===== config.mk =====
export PLATFORM = sky130hd
export DESIGN_NAME = downcount_sched_flat
export DESIGN_NICKNAME = d
export VERILOG_FILES = /design/src/rtl/downcount_sched_if.sv /design/src/rtl/downcount_sched.sv /design/src/flat_wrapper.sv
export SDC_FILE = /design/constraint.sdc
export NUM_CORES = 1
export LEC_CHECK = 0
export ABC_CLOCK_PERIOD_IN_PS = 2000
export CAP_MARGIN = 20
export CORE_MARGIN = 10
export CORE_UTILIZATION = 25
export DETAILED_ROUTE_END_ITERATION = 7
export GPL_ROUTABILITY_DRIVEN = 0
export GPL_TIMING_DRIVEN = 0
export SYNTH_ARGS = -nofsm -noshare
export SYNTH_HDL_FRONTEND = slang
export SYNTH_SLANG_ARGS = --single-unit

===== constraint.sdc =====
create_clock -name clk -period 2 [get_ports clk]
set_clock_uncertainty 0.2 [all_clocks]
set_input_delay 0.4 -clock clk [delete_from_list [all_inputs] [get_ports clk]]
set_output_delay 0.4 -clock clk [all_outputs]
set_load 0.005 [all_outputs]

===== src/rtl/downcount_sched_if.sv =====
// Handshake bundle between client FSMs and the shared down-counter scheduler.
// The scheduler uses the slave modport; the client side uses master.
interface downcount_sched_if #(
    parameter int NREQ  = 4,
    parameter int WIDTH = 4
);
    // Valid/ready contract: req[i] is a level that the client holds high until
    // it sees done[i]; grant[i] marks ownership of the counter, done[i] is a
    // one-cycle completion pulse. Dropping req[i] while granted aborts service.
    logic [NREQ-1:0]       req;
    logic [NREQ*WIDTH-1:0] load_val;
    logic [NREQ-1:0]       grant;
    logic [WIDTH-1:0]      count;
    logic [NREQ-1:0]       done;
    logic                  busy;
    logic                  state_dbg;

    modport master (
        output req, load_val,
        input  grant, count, done, busy, state_dbg
    );

    modport slave (
        input  req, load_val,
        output grant, count, done, busy, state_dbg
    );
endinterface


===== src/rtl/downcount_sched.sv =====
// Round-robin scheduler sharing one WIDTH-bit down counter among NREQ requesters.
// Define DOWNCOUNT_SCHED_FIXED_PRIO_EN for lowest-index-wins arbitration.
module downcount_sched #(
    parameter int NREQ  = 4,
    parameter int WIDTH = 4
) (
    input  logic              clk,
    input  logic              rst,
    downcount_sched_if.slave  bus
);
    localparam int IW = (NREQ > 1) ? $clog2(NREQ) : 1;

    typedef enum logic {
        IDLE  = 1'b0,
        COUNT = 1'b1
    } state_t;

    state_t            state_q, state_n;
    logic [NREQ-1:0]   grant_q, grant_n;
    logic [NREQ-1:0]   done_q, done_n;
    logic [WIDTH-1:0]  count_q, count_n;
    logic [IW-1:0]     win_q, win_n;
    logic [IW-1:0]     sel;

`ifdef DOWNCOUNT_SCHED_FIXED_PRIO_EN
    function automatic logic [IW-1:0] pick(input logic [NREQ-1:0] r);
        logic [IW-1:0] w;
        logic          found;
        w     = '0;
        found = 1'b0;
        for (int i = 0; i < NREQ; i++) begin
            if (!found && r[i]) begin
                w     = IW'(i);
                found = 1'b1;
            end
        end
        return w;
    endfunction
`else
    logic [IW-1:0]     last_q, last_n;

    // Search starts just past the last completed winner and wraps around.
    function automatic logic [IW-1:0] pick(input logic [NREQ-1:0] r,
                                           input logic [IW-1:0]   last);
        logic [IW-1:0] w;
        logic          found;
        int            idx;
        w     = '0;
        found = 1'b0;
        for (int k = 1; k <= NREQ; k++) begin
            idx = int'(last) + k;
            if (idx >= NREQ) idx = idx - NREQ;
            if (!found && r[idx]) begin
                w     = IW'(idx);
                found = 1'b1;
            end
        end
        return w;
    endfunction
`endif

    always_comb begin
        state_n = state_q;
        grant_n = grant_q;
        count_n = count_q;
        done_n  = '0;
        win_n   = win_q;
`ifdef DOWNCOUNT_SCHED_FIXED_PRIO_EN
        sel     = pick(bus.req);
`else
        last_n  = last_q;
        sel     = pick(bus.req, last_q);
`endif
        case (state_q)
            IDLE: begin
                if (|bus.req) begin
                    win_n   = sel;
                    grant_n = NREQ'(1) << sel;
                    count_n = bus.load_val[int'(sel)*WIDTH +: WIDTH];
                    state_n = COUNT;
                end
            end
            COUNT: begin
                // Abort outranks completion so a withdrawn request never sees done.
                if (!bus.req[win_q]) begin
                    grant_n = '0;
                    count_n = '0;
                    state_n = IDLE;
                end else if (count_q == '0) begin
                    done_n[win_q] = 1'b1;
                    grant_n       = '0;
`ifndef DOWNCOUNT_SCHED_FIXED_PRIO_EN
                    last_n        = win_q;
`endif
                    state_n       = IDLE;
                end else begin
                    count_n = count_q - WIDTH'(1);
                end
            end
            default: state_n = IDLE;
        endcase
    end

    always_ff @(posedge clk or posedge rst) begin
        if (rst) begin
            state_q <= IDLE;
            grant_q <= '0;
            done_q  <= '0;
            count_q <= '1;
            win_q   <= '0;
`ifndef DOWNCOUNT_SCHED_FIXED_PRIO_EN
            last_q  <= IW'(NREQ - 1);
`endif
        end else begin
            state_q <= state_n;
            grant_q <= grant_n;
            done_q  <= done_n;
            count_q <= count_n;
            win_q   <= win_n;
`ifndef DOWNCOUNT_SCHED_FIXED_PRIO_EN
            last_q  <= last_n;
`endif
        end
    end

    assign bus.grant     = grant_q;
    assign bus.done      = done_q;
    assign bus.count     = count_q;
    assign bus.busy      = (state_q == COUNT);
    assign bus.state_dbg = (state_q == COUNT);
endmodule

===== src/flat_wrapper.sv =====
// flat-port wrapper written by rule: the top's interface ports become plain ports
module downcount_sched_flat 
#(
    parameter int NREQ  = 4,
    parameter int WIDTH = 4
)
  (clk, rst, bus_req, bus_load_val, bus_grant, bus_count, bus_done, bus_busy, bus_state_dbg);
  downcount_sched_if #(.NREQ(NREQ), .WIDTH(WIDTH)) bus_i ();
  input  logic clk;
  input  logic rst;
  input wire logic [$bits(bus_i.req)-1:0] bus_req;
  input wire logic [$bits(bus_i.load_val)-1:0] bus_load_val;
  output wire logic [$bits(bus_i.grant)-1:0] bus_grant;
  output wire logic [$bits(bus_i.count)-1:0] bus_count;
  output wire logic [$bits(bus_i.done)-1:0] bus_done;
  output wire logic [$bits(bus_i.busy)-1:0] bus_busy;
  output wire logic [$bits(bus_i.state_dbg)-1:0] bus_state_dbg;
  assign bus_i.req = bus_req;
  assign bus_i.load_val = bus_load_val;
  assign bus_grant = bus_i.grant;
  assign bus_count = bus_i.count;
  assign bus_done = bus_i.done;
  assign bus_busy = bus_i.busy;
  assign bus_state_dbg = bus_i.state_dbg;
  downcount_sched #(.NREQ(NREQ), .WIDTH(WIDTH)) u_core (.clk(clk), .rst(rst), .bus(bus_i));
endmodule

Word level (Yosys, flattened, before mapping)
Index checks and enable logic that the tools add are counted.

Bitwise logic cells: 1. Equality and inequality tests: 3. $add $sub $neg: 9. Shift-type cells: 2. Reductions and logical operators: 13. $lt $le $gt $ge: 10. Multiplexer cells: 42.

Operators with widths (count): 32-bit by 4-bit >= comparator with 1-bit output (second input constant) (4); 32-bit by 4-bit less-than comparator with 1-bit output (second input constant) (4); 32-bit 2-to-1 mux (4); 32-bit by 4-bit subtractor with 32-bit output (second input constant) (4); 4-bit 2-to-1 mux (9); 1-bit 2-to-1 mux (16); 4-bit one-hot mux with 2 select lines (2); 16-bit by 5-bit indexed part select with 4-bit output (1); 1-bit binary-select mux with 2-bit select (5); 2-bit 2-to-1 mux (4); 2-bit by 2-bit adder with 3-bit output (second input constant) (2); 3-bit inequality test (second input constant) (2); 2-bit AND reduction (3); 2-bit by 3-bit adder with 4-bit output (second input constant) (1); 1-bit logical AND (4); 4-bit logical NOT (1); 4-bit OR reduction (1); 1-bit by 2-bit left shift with 4-bit output (first input constant) (1); 4-bit by 1-bit subtractor with 4-bit output (second input constant) (1); 2-bit by 1-bit adder with 3-bit output (second input constant) (1); 1-bit logical NOT (3); 2-bit by 3-bit less-than comparator with 1-bit output (second input constant) (1); 3-bit AND reduction (1); 1-bit demux with 2-bit select (1); other kinds (4) (4).

Output and inout port bits: 14. Bits of input ports: 22. Bits in registers: 17.

Depth between registers and ports, before layout
Word-level depth: 19. Mapped depth: 8. Depth with buffers taken out: 8.

Worst setup path after synthesis
OpenSTA, ideal clock, no wires.

Path kind: register -> register. Start: register u_core.last_q[0]. End: register u_core.count_q[2], in the netlist u_core.bus.count[2]. Stages on the path, launching flop included: 8. Period minus slack after synthesis: 2.015 ns. Data arrival time: 1.730 ns. Path slack: -0.015 ns. Path buffers: 1. Cells stage by stage: dfstp_2 > inv_1 > a221o_1 > a21oi_4 > buf_4 > mux2_2 > a21oi_1 > o21ai_0.

Word-level cells in the longest chain between the ends: 19. Elaborated cells between the ends (all ways): 44.

Ends and longest elaborated chain: start: declaration (RTL line downcount_sched.sv:40) `logic [IW-1:0] last_q, last_n;`; start signal: assignment (RTL line downcount_sched.sv:112) `last_q <= IW'(NREQ - 1);`; start signal: assignment (RTL line downcount_sched.sv:121) `last_q <= last_n;`; 2-bit by 1-bit adder with 3-bit output (RTL line downcount_sched.sv:51) `idx = int'(last) + k;`; 32-bit by 4-bit subtractor with 32-bit output / 32-bit by 4-bit >= comparator with 1-bit output (equally long branches) (RTL line downcount_sched.sv:52) `if (idx >= NREQ) idx = idx - NREQ;`; 32-bit 2-to-1 mux (RTL line downcount_sched.sv:52); 1-bit binary-select mux with 2-bit select (RTL line downcount_sched.sv:53) `if (!found && r[idx]) begin`; 1-bit 2-to-1 mux (implied by the code) (2 in a row) (RTL line downcount_sched.sv:53); 1-bit 2-to-1 mux (RTL line downcount_sched.sv:53); 1-bit logical NOT (RTL line downcount_sched.sv:53); 1-bit logical AND (RTL line downcount_sched.sv:53); (+2 left out); 1-bit logical AND (RTL line downcount_sched.sv:53); 1-bit 2-to-1 mux (RTL line downcount_sched.sv:53); 1-bit logical NOT (RTL line downcount_sched.sv:53); 1-bit logical AND (RTL line downcount_sched.sv:53); 2-bit 2-to-1 mux * (RTL line downcount_sched.sv:53); 16-bit by 5-bit indexed part select with 4-bit output * (RTL line downcount_sched.sv:79) `count_n = bus.load_val[int'(sel)*WIDTH +: WIDTH];`; 4-bit 2-to-1 mux * (RTL line downcount_sched.sv:76) `if (|bus.req) begin`; 4-bit one-hot mux with 2 select lines * (RTL line downcount_sched.sv:74) `case (state_q)`; end signal: assignment (RTL line downcount_sched.sv:118) `count_q <= count_n;`; end: declaration (RTL line downcount_sched.sv:21) `logic [WIDTH-1:0] count_q, count_n;`.

Every way passes the cells marked *; elsewhere a longest branch is shown, timed or not. The select of a mux whose other input is x is not followed. A chain may end at the register's enable or synchronous reset.

Worst setup path after layout
Start: register u_core.last_q[0]. End: register u_core.count_q[3], in the netlist u_core.bus.count[3].

Same word-level chain as after synthesis.

==> results_dict.tcl <==
set metrics [dict create \
    status "finished with violations" \
    violations "setup timing" \
    intPower_uw 1330 \
    gr-usage-met2_pct 12.7 \
    power.leakage_uw 0.000671 \
    synthCells 110 \
    synthToLayoutAreaGrowth_pct 56.6 \
    synth_ff_type "dfrtp_1" \
    vias_per_cell 4.73 \
    sequential_cell_area_sq_um 434 \
    gr-total-overflow 0 \
    synth_nets 133 \
    clkTransAtPathRegs_ns 0.07 \
    routedWlPerCell_um 14.3 \
    post-dp-hpwl_um 2150 \
    p_comb_share_pct 56.8 \
    slew_headroom_pct 57.4 \
    grt_util_all_layers_pct 8.62 \
    final.setup.worst_slack_ns -0.0564 \
    period_minus_slack_ns 2.06 \
    syn_area_per_cell_sq_um 9.10 \
    postLayoutCoreUtil_pct 41.6 \
    cp_max_fo 6 \
    yosysSeqAreaShare_pct 43.3 \
    fmax_ghz 0.486 \
    clock_latency_ns 0.26 \
    rsz0062_at_grt "yes" \
    drv_slew 0 \
    yosysTopAreaCell "dfrtp_1" \
    htree_levels 1 \
    fin_nets 180 \
    dp_cells 193 \
    grt_antenna_before_repair 0 \
    hold_path.class "reg2reg" \
    cts_hold_buffers 0 \
    yosys_register_bits 17 \
    end_kind "register" \
    synth_top_area_share_pct 27.5 \
    fp.dieW_um 83.3 \
    crit_type "reg2reg" \
    switching_share_pct 37.8 \
    grt_busiest_layer "met2" \
    fill_cells 371 \
    reg2reg_depth 7 \
    critPathRequiredTime_ns 1.98 \
    drt_iter0_drc 73 \
    finalPower_uw 2130 \
    grtUsageMet3_pct 2.64 \
    p_seq_share_pct 31.0 \
    cts_tree "done" \
    drc 0 \
    post-place-ws_ns -0.618 \
    num_antenna_cells 0 \
    ant_nets 0 \
    synth-edff-count 0 \
    cp.arrival_ns 2.03 \
    drt-total-wl_um 2910 \
    tns_ns -0.0985 \
    clkSinkCount 17 \
    ys_async_sr_fraction_pct 100 \
    grt_first_pass_wirelength_um 5030 \
    clockPowerShare_pct 12.2 \
    die-area_sq_um 6930 \
    root_buffer "clkbuf_8" \
    rows 22 \
    power-per-cell-area_nw_per_um2 1360 \
    routed-via-count 965 \
    drive_gt1_share_pct 23.7 \
    synth_area_sq_um 1000 \
    cp-start-kind "register" \
    clockBufferDepth 2 \
    io_pins 36 \
    p_switching_uw 806 \
    setup_viol 3 \
    grtUsageMet1_pct 10.9 \
    max-cap-violations 0 \
    hold_depth 2 \
    core-area_sq_um 3770 \
    vdd_drop_max_mv 0.528 \
    drt_pre_antenna_iters 4 \
    grt_max_degree 18 \
    cts_made_buffers 3 \
    initial_utilization_pct 26.5 \
    synth_cell_types 32 \
    die_h_um 83.3 \
    grt_pass1_vias 1029 \
    worst_pin_slew_ns 0.638 \
    fin_crit_sh_pct 103 \
    synth_area_leaders "dfrtp_1, dfstp_2, o21ai_0" \
    multi_input_area_sq_um 559 \
    yosysWarningCount 0 \
    io_buffers 35 \
    fin_cells 204 \
    finalHoldViolCount 0 \
]
==> layout make-up <==
cell class,count,area share (%)
multi-input combinational,79,35.7
sequential,17,27.7
timing repair buffer,42,25.6
tap,48,3.83
clock buffer,4,2.87
inverter,10,2.39
buffer,4,1.92
==> cell usage in the layout (no fill, tap or decap), drive strengths merged, types with 5 or more instances in the layout <==
cell type      count
a21oi             10
clkdlybuf4s50     31
dfstp              6
nor2              12
buf               10
o21ai             10
nand2             11
dfrtp             11
inv               10
clkbuf             5
==> metrics by stage <==
step / instance area, sq um / hold WS [ns]
3_3_place_gp: 1420 / 0.277
6_report: 1570 / 0.294
5_1_grt: 1570 / 0.334
2_1_floorplan: 1000 / 0.122
4_1_cts: 1540 / 0.299
3_5_place_dp: 1420 / 0.276
==> per-layer routing <==
layer | vias up | wire length [um]
li1 | 479 | -
met1 | 450 | 1380
met2 | 31 | 1280
met3 | 5 | 183
met4 | 0 | 67
met5 | - | 0
==> synth_stat cells, types with 3 or more instances <==
cell / n
nor2_1: 12
dfrtp_1: 11
nand2_1: 11
o21ai_0: 10
a21oi_1: 9
inv_1: 9
dfstp_2: 6
mux2_2: 4
and3_1: 3
mux2i_1: 3
nand2b_1: 3
nor3_1: 3
==> power groups by stage <==
stage | logic [uW] | clock network [uW] | registers (uW)
after floorplan | 650 | 0 | 631
after global placement | 1020 | 0 | 653
after detailed placement | 1030 | 0 | 653
after CTS | 1180 | 264 | 657
after global routing | 1340 | 283 | 685
final | 1210 | 261 | 661
==> cells by family after synthesis <==
group | synth area share (%)
AOI/OAI and AO/OA | 19.3
adders and majority gates | 1.25
muxes | 9.75
and+or+nand+nor | 20.4
DFF | 43.2
buffers and inverters | 6.12
==> timing repair <==
item / in CTS / in global routing
endpoints found under the setup margin: 10 / 8
resized for setup: 16 / 4
setup buffers: 5 / 2
pin swaps: 8 / 4
==> final timing paths <==
path | from | endpoint | slack (ns)
worst max register to register | u_core.last_q[0]$_DFFE_PP1P_ | u_core.bus.count[3]$_DFFE_PP1P_ | -0.06
min in group asynchronous | rst | u_core.bus.grant[3]$_DFFE_PP0P_ | 0.33
worst min register to register | u_core.bus.grant[0]$_DFFE_PP0P_ | u_core.bus.grant[0]$_DFFE_PP0P_ | 0.29
worst min-delay path | u_core.bus.grant[0]$_DFFE_PP0P_ | u_core.bus.grant[0]$_DFFE_PP0P_ | 0.29
max in group asynchronous | rst | u_core.win_q[0]$_DFFE_PP0P_ | 0.82
worst max-delay path | u_core.last_q[0]$_DFFE_PP1P_ | u_core.bus.count[3]$_DFFE_PP1P_ | -0.06
==> critical path: stages (launching register included) <==
cell and delay, ns:
dfstp_2 0.54, inv_2 0.04, a221o_1 0.32, a21oi_4 0.20, buf_6 0.17, inv_1 0.09, a311oi_1 0.31, a21oi_1 0.11
==> sequential cells by signal, indices dropped and copies added, names as in the netlist <==
name	cells
u_core.bus.busy	1
u_core.bus.count	4
u_core.last_q	2
u_core.win_q	2
u_core.bus.grant	4
u_core.bus.done	4
No activity file was read; power rests on OpenSTA's default activity.
